$ cat src/rtl/seq_divider_if.sv
// Start/done handshake and operand/result bundle for seq_divider.
// The master side (control unit) drives the request and operands; the
// slave side (divider) returns status and results.
interface seq_divider_if #(
    parameter int WIDTH = 4
);
    logic             start;
    logic [WIDTH-1:0] dividend;
    logic [WIDTH-1:0] divisor;
    logic             busy;
    logic             done;
    logic [WIDTH-1:0] quotient;
    logic [WIDTH-1:0] remainder;
    logic             div_by_zero;

    modport master (
        output start,
        output dividend,
        output divisor,
        input  busy,
        input  done,
        input  quotient,
        input  remainder,
        input  div_by_zero
    );

    modport slave (
        input  start,
        input  dividend,
        input  divisor,
        output busy,
        output done,
        output quotient,
        output remainder,
        output div_by_zero
    );
endinterface

$ cat src/rtl/seq_divider.sv
// seq_divider: multi-cycle restoring divider, one quotient bit per clock.
// Each iteration performs a trial subtraction (A + ~B + 1) of the divisor
// from the shifted partial remainder; the borrow selects the quotient bit
// and whether the remainder is restored.
// Optional build macro SEQ_DIVIDER_SIGNED_EN: two's-complement operands with
// truncating division (magnitudes divided, signs applied on entering DONE).
module seq_divider #(
    parameter int WIDTH = 4
) (
    input  logic          clk,
    input  logic          reset,
    seq_divider_if.slave  bus
);

    localparam int CW = $clog2(WIDTH);
    localparam logic [CW-1:0] CNT_INIT = CW'(WIDTH - 1);
    localparam logic [CW-1:0] CNT_ONE  = CW'(1'b1);
    localparam logic [CW-1:0] CNT_ZERO = {CW{1'b0}};

    typedef enum logic [1:0] {
        ST_IDLE = 2'd0,
        ST_RUN  = 2'd1,
        ST_DONE = 2'd2
    } state_t;

    // Trial subtraction a - b as a + ~b + 1, one bit wider so the MSB is the borrow.
    function automatic logic [WIDTH:0] trial_sub(input logic [WIDTH-1:0] a,
                                                 input logic [WIDTH-1:0] b);
        trial_sub = {1'b0, a} + ~{1'b0, b} + {{WIDTH{1'b0}}, 1'b1};
    endfunction

`ifdef SEQ_DIVIDER_SIGNED_EN
    // Two's-complement negation.
    function automatic logic [WIDTH-1:0] negate(input logic [WIDTH-1:0] x);
        negate = ~x + {{(WIDTH-1){1'b0}}, 1'b1};
    endfunction

    // Magnitude as an unsigned value; the most-negative input maps to 2^(WIDTH-1).
    function automatic logic [WIDTH-1:0] magnitude(input logic [WIDTH-1:0] x);
        magnitude = x[WIDTH-1] ? negate(x) : x;
    endfunction
`endif

    state_t           state_r, state_s;
    logic [WIDTH-1:0] r_r, r_s;          // partial remainder
    logic [WIDTH-1:0] q_r, q_s;          // dividend shifting out / quotient shifting in
    logic [WIDTH-1:0] dvs_r, dvs_s;      // captured divisor (magnitude)
    logic [CW-1:0]    count_r, count_s;
    logic [WIDTH-1:0] quotient_r, quotient_s;
    logic [WIDTH-1:0] remainder_r, remainder_s;
    logic             dbz_r, dbz_s;
    logic             busy_r, busy_s;
    logic             done_r, done_s;
`ifdef SEQ_DIVIDER_SIGNED_EN
    logic             q_neg_r, q_neg_s;
    logic             r_neg_r, r_neg_s;
`endif

    logic [WIDTH-1:0] shift_s;
    logic [WIDTH:0]   trial_s;
    logic             borrow_s;
    logic [WIDTH-1:0] r_iter_s;
    logic [WIDTH-1:0] q_iter_s;

    // The remainder MSB is always clear before the last shift, so dropping it loses nothing.
    assign shift_s  = {r_r[WIDTH-2:0], q_r[WIDTH-1]};
    assign trial_s  = trial_sub(shift_s, dvs_r);
    assign borrow_s = trial_s[WIDTH];
    assign r_iter_s = borrow_s ? shift_s : trial_s[WIDTH-1:0];
    assign q_iter_s = {q_r[WIDTH-2:0], ~borrow_s};

    // Next-state, datapath and output decode; defaults hold every register.
    always_comb begin
        state_s     = state_r;
        r_s         = r_r;
        q_s         = q_r;
        dvs_s       = dvs_r;
        count_s     = count_r;
        quotient_s  = quotient_r;
        remainder_s = remainder_r;
        dbz_s       = dbz_r;
`ifdef SEQ_DIVIDER_SIGNED_EN
        q_neg_s     = q_neg_r;
        r_neg_s     = r_neg_r;
`endif
        case (state_r)
            ST_IDLE, ST_DONE: begin
                if (bus.start) begin
                    if (bus.divisor == {WIDTH{1'b0}}) begin
                        // Divide by zero resolves immediately without iterating.
                        state_s     = ST_DONE;
                        quotient_s  = {WIDTH{1'b1}};
                        remainder_s = bus.dividend;
                        dbz_s       = 1'b1;
                    end else begin
                        state_s = ST_RUN;
                        r_s     = {WIDTH{1'b0}};
                        count_s = CNT_INIT;
                        dbz_s   = 1'b0;
`ifdef SEQ_DIVIDER_SIGNED_EN
                        q_s     = magnitude(bus.dividend);
                        dvs_s   = magnitude(bus.divisor);
                        q_neg_s = bus.dividend[WIDTH-1] ^ bus.divisor[WIDTH-1];
                        r_neg_s = bus.dividend[WIDTH-1];
`else
                        q_s     = bus.dividend;
                        dvs_s   = bus.divisor;
`endif
                    end
                end else begin
                    state_s = ST_IDLE;
                end
            end
            ST_RUN: begin
                r_s = r_iter_s;
                q_s = q_iter_s;
                if (count_r == CNT_ZERO) begin
                    state_s = ST_DONE;
`ifdef SEQ_DIVIDER_SIGNED_EN
                    quotient_s  = q_neg_r ? negate(q_iter_s) : q_iter_s;
                    remainder_s = r_neg_r ? negate(r_iter_s) : r_iter_s;
`else
                    quotient_s  = q_iter_s;
                    remainder_s = r_iter_s;
`endif
                end else begin
                    count_s = count_r - CNT_ONE;
                end
            end
            default: begin
                state_s = ST_IDLE;
            end
        endcase
        busy_s = (state_s == ST_RUN);
        done_s = (state_s == ST_DONE);
    end

    // FSM state register.
    always_ff @(posedge clk) begin
        if (reset) begin
            state_r <= ST_IDLE;
        end else begin
            state_r <= state_s;
        end
    end

    // Datapath and registered outputs.
    always_ff @(posedge clk) begin
        if (reset) begin
            r_r         <= {WIDTH{1'b0}};
            q_r         <= {WIDTH{1'b0}};
            dvs_r       <= {WIDTH{1'b0}};
            count_r     <= CNT_ZERO;
            quotient_r  <= {WIDTH{1'b0}};
            remainder_r <= {WIDTH{1'b0}};
            dbz_r       <= 1'b0;
            busy_r      <= 1'b0;
            done_r      <= 1'b0;
`ifdef SEQ_DIVIDER_SIGNED_EN
            q_neg_r     <= 1'b0;
            r_neg_r     <= 1'b0;
`endif
        end else begin
            r_r         <= r_s;
            q_r         <= q_s;
            dvs_r       <= dvs_s;
            count_r     <= count_s;
            quotient_r  <= quotient_s;
            remainder_r <= remainder_s;
            dbz_r       <= dbz_s;
            busy_r      <= busy_s;
            done_r      <= done_s;
`ifdef SEQ_DIVIDER_SIGNED_EN
            q_neg_r     <= q_neg_s;
            r_neg_r     <= r_neg_s;
`endif
        end
    end

    assign bus.busy        = busy_r;
    assign bus.done        = done_r;
    assign bus.quotient    = quotient_r;
    assign bus.remainder   = remainder_r;
    assign bus.div_by_zero = dbz_r;

endmodule

$ cat src/flat_wrapper.sv
// flat-port wrapper written by rule: the top's interface ports become plain ports
module seq_divider_flat 
#(
    parameter int WIDTH = 4
)
  (clk, reset, bus_start, bus_dividend, bus_divisor, bus_busy, bus_done, bus_quotient, bus_remainder, bus_div_by_zero);
  seq_divider_if #(.WIDTH(WIDTH)) bus_i ();
  input  logic clk;
  input  logic reset;
  input wire logic [$bits(bus_i.start)-1:0] bus_start;
  input wire logic [$bits(bus_i.dividend)-1:0] bus_dividend;
  input wire logic [$bits(bus_i.divisor)-1:0] bus_divisor;
  output wire logic [$bits(bus_i.busy)-1:0] bus_busy;
  output wire logic [$bits(bus_i.done)-1:0] bus_done;
  output wire logic [$bits(bus_i.quotient)-1:0] bus_quotient;
  output wire logic [$bits(bus_i.remainder)-1:0] bus_remainder;
  output wire logic [$bits(bus_i.div_by_zero)-1:0] bus_div_by_zero;
  assign bus_i.start = bus_start;
  assign bus_i.dividend = bus_dividend;
  assign bus_i.divisor = bus_divisor;
  assign bus_busy = bus_i.busy;
  assign bus_done = bus_i.done;
  assign bus_quotient = bus_i.quotient;
  assign bus_remainder = bus_i.remainder;
  assign bus_div_by_zero = bus_i.div_by_zero;
  seq_divider #(.WIDTH(WIDTH)) u_core (.clk(clk), .reset(reset), .bus(bus_i));
endmodule
$ cat config.mk
export PLATFORM = sky130hd
export DESIGN_NAME = seq_divider_flat
export DESIGN_NICKNAME = d
export VERILOG_FILES = /design/src/rtl/seq_divider_if.sv /design/src/rtl/seq_divider.sv /design/src/flat_wrapper.sv
export SDC_FILE = /design/constraint.sdc
export NUM_CORES = 1
export LEC_CHECK = 0
export ABC_AREA = 1
export BUFFER_PORTS_ARGS = -buffer_cell sky130_fd_sc_hd__buf_2
export CAP_MARGIN = 0
export CORE_MARGIN = 10
export CORE_UTILIZATION = 40
export CTS_BUF_LIST = sky130_fd_sc_hd__clkbuf_16
export DETAILED_ROUTE_END_ITERATION = 12
export PLACE_DENSITY_LB_ADDON = 0.3
export SYNTH_ARGS = -nofsm -noshare
export SYNTH_HDL_FRONTEND = slang
export SYNTH_SLANG_ARGS = --single-unit
export TNS_END_PERCENT = 20
$ cat constraint.sdc
create_clock -name clk -period 1.8 [get_ports clk]
set_input_delay 0 -clock clk [delete_from_list [all_inputs] [get_ports clk]]
set_output_delay 0 -clock clk [all_outputs]
set_load 0.05 [all_outputs]
==> impl_metrics.json <==
{
  "port_buffers": 21,
  "fin_worst_skew_ps": 1.82,
  "grt_pass1_wl_mm": 4.82,
  "num_rows": 20,
  "grt_max_degree": 21,
  "core_area_mm2": 0.00308,
  "crit_path_end_kind": "flop",
  "final_cells": 246,
  "wl_per_cell_um": 11.0,
  "netlist_instances": 180,
  "synthTopCellsByArea": "dfxtp_1 (40%), nand2_1 (10%), inv_1 (9.0%)",
  "drive_above_1_share_pct": 16.8,
  "leakage_nw": 0.800,
  "drtAntennaViolNets": 0,
  "netlist_area_mm2": 0.00129,
  "clock-root-buffer": "clkbuf_16",
  "die-area_mm2": 0.00591,
  "holdCritPathClass": "in -> reg",
  "die_h_um": 76.9,
  "drt_iter0_markers": 73,
  "pre_cts_slack_ps": 90.0,
  "yosysSeqAreaShare_pct": 40.2,
  "placed_cells": 241,
  "max-cap-violations": 0,
  "grt_overflow": 0,
  "setup_tns_ps": 0,
  "n_antenna_cell": 0,
  "dp_hpwl_mm": 2.03,
  "fmax_mhz": 604,
  "areaGrowthSynthToFinish_pct": 19.1,
  "ys_warn_count": 0,
  "grt_pass1_vias": 1129,
  "vias_per_cell": 4.65,
  "routabilityCongestion": 0.790,
  "drc": 0,
  "clk_pin_slew_ps": 60,
  "drv_slew": 0,
  "ios": 22,
  "use_met1_pct": 11.8,
  "crit_required_ps": 1960,
  "grt.met2_usage_pct": 15.0,
  "synth_seq_cells": 26,
  "grt_use_met3_pct": 2.33,
  "cts_max_level": 1,
  "vias": 1143,
  "finalWirelength_mm": 2.71,
  "layout.nets": 220,
  "fill_cells": 326,
  "relSlewSlack_pct": 66.3,
  "path_class": "reg -> reg",
  "path_max_fanout": 5,
  "start_util_pct": 42.0,
  "ys_types": 22,
  "power-per-cell-area_mw_per_mm2": 1170,
  "synth.avg_cell_area_um2": 7.19,
  "drtPass1Iterations": 4,
  "finalHoldViolCount": 0,
  "synth_top_cell_by_area": "dfxtp_1",
  "r2r_slack_ps": 140,
  "vdd_drop_max_uv": 423,
  "rsz0062_at_grt": "no",
  "cts_buffers": 3,
  "grtUsageTotal_pct": 9.59,
  "cts.sinks": 26,
  "finalCritPeriodShare_pct": 92.0,
  "post-route-util_pct": 50.1,
  "arrival_ps": 1820,
  "clockBufferDepth": 2,
  "run_status": "finished clean",
  "yosysTopAreaCellShare_pct": 40.2,
  "synth_nets": 197,
  "crit_path_start_kind": "flop",
  "fin_crit_ps": 1660,
  "tightest_slew_ps": 504,
  "dpl_cell_area_mm2": 0.00142,
  "top_usage_layer": "met2",
  "p_total_mw": 1.80,
  "fin_area_mm2": 0.00154,
  "die_x_um": 76.9,
  "finalSetupViolCount": 0,
  "antenna_found_initial": 0,
  "clock_latency_ps": 260,
  "cts_tree": "built",
  "worst_slack_ps": 143,
  "holdWs_ps": 29.7
}
==> cell families (layout without fill, tap and decap cells) <==
family	Yosys count	after routing	share of synthesized area, %
flops	26	26	40.2
xor+xnor	1	1	0.677
fa+ha+maj	6	6	6.38
simple gates	74	74	25.2
buf+inv	37	59	12.1
compound gates	36	36	15.4
==> worst paths after layout <==
check                  startpoint                 endpoint  depth (start not counted)
hold reg to reg   u_core.dvs_r[0]          u_core.dvs_r[0]                          2
setup / recovery    u_core.q_r[3]  u_core.bus.remainder[0]                         10
hold / removal     bus_divisor[1]          u_core.dvs_r[1]                          3
setup reg to reg    u_core.q_r[3]  u_core.bus.remainder[0]                         10
==> cell usage after synthesis <==
cell / count
o21ai_0: 19
nand2_1: 35
inv_1: 31
ha_1: 5
clkbuf_1: 2
nor2_1: 19
nand3b_1: 1
fa_1: 1
nand2_2: 2
xnor2_1: 1
nor2_8: 1
inv_2: 1
buf_6: 2
nor2_2: 2
a21oi_1: 13
o211ai_1: 3
nor3_1: 1
nand3_1: 12
inv_4: 1
or2_0: 1
o21ai_4: 1
dfxtp_1: 26
==> layer usage <==
metal	wire length (µm)	part of all wire, %
met1	1320	49
met2	1240	46
met3	108	4.0
met4	44	1.6
met5	0	0
==> report_power, final <==
| part | internal, mW | total [mW] | switching, mW |
|---|---|---|---|
| Sequential | 0.644 | 0.676 | 0.0315 |
| Clock | 0.443 | 0.649 | 0.206 |
| Combinational | 0.146 | 0.475 | 0.330 |
| Total | 1.23 | 1.80 | 0.567 |
==> final cells by class <==
type                            count  area [µm²]  area share (%)
Clock inverter                      1        30.0            1.95
Multi-Input combinational cell    117         619            40.2
Tap cell                           44        55.1            3.57
Clock buffer                        3        75.1            4.87
Sequential cell                    26         520            33.8
Inverter                           33         126            8.20
Timing Repair Buffer               22         115            7.47
==> critical path: stages (launching register included) <==
cell      delay [ps]
dfxtp_1          330
inv_1             60
ha_1             200
fa_2             370
nand3b_1         170
nand2_1           80
nor2_2            60
nand2_1           80
nand2_1           60
nor2_1           110
nor2_1            50
==> sequential cells by signal, indices dropped and copies added (netlist names) <==
signal,count
u_core.dvs_r,4
u_core.count_r,2
u_core.bus.done,1
u_core.bus.quotient,4
u_core.bus.div_by_zero,1
u_core.bus.busy,1
u_core.q_r,4
u_core.bus.remainder,4
u_core.state_r,2
u_core.r_r,3
==> placed cells by master (no fill, tap or decap) <==
cell           instances
inv_4                  1
nor3_1                 1
or2_0                  1
bufinv_16              1
o21ai_4                1
nor2_1                19
nor2_2                 2
nand3_1               12
dlygate4sd3_1          1
clkbuf_16              3
ha_1                   5
nand2_2                2
o21ai_0               19
fa_2                   1
buf_2                 21
a21oi_1               13
dfxtp_1               26
nor2_8                 1
o211ai_1               3
xnor2_1                1
nand2_1               35
inv_1                 31
nand3b_1               1
inv_2                  1
==> repair_timing <==
action / CTS / global route
buffers inserted: 0 / 0
endpoints found under the hold margin: 4 / 0
resized for setup: 0 / 1
hold buffers: 1 / 0
endpoints found under the setup margin: 0 / 6
Note: power is estimated with default switching activity, not from simulation.
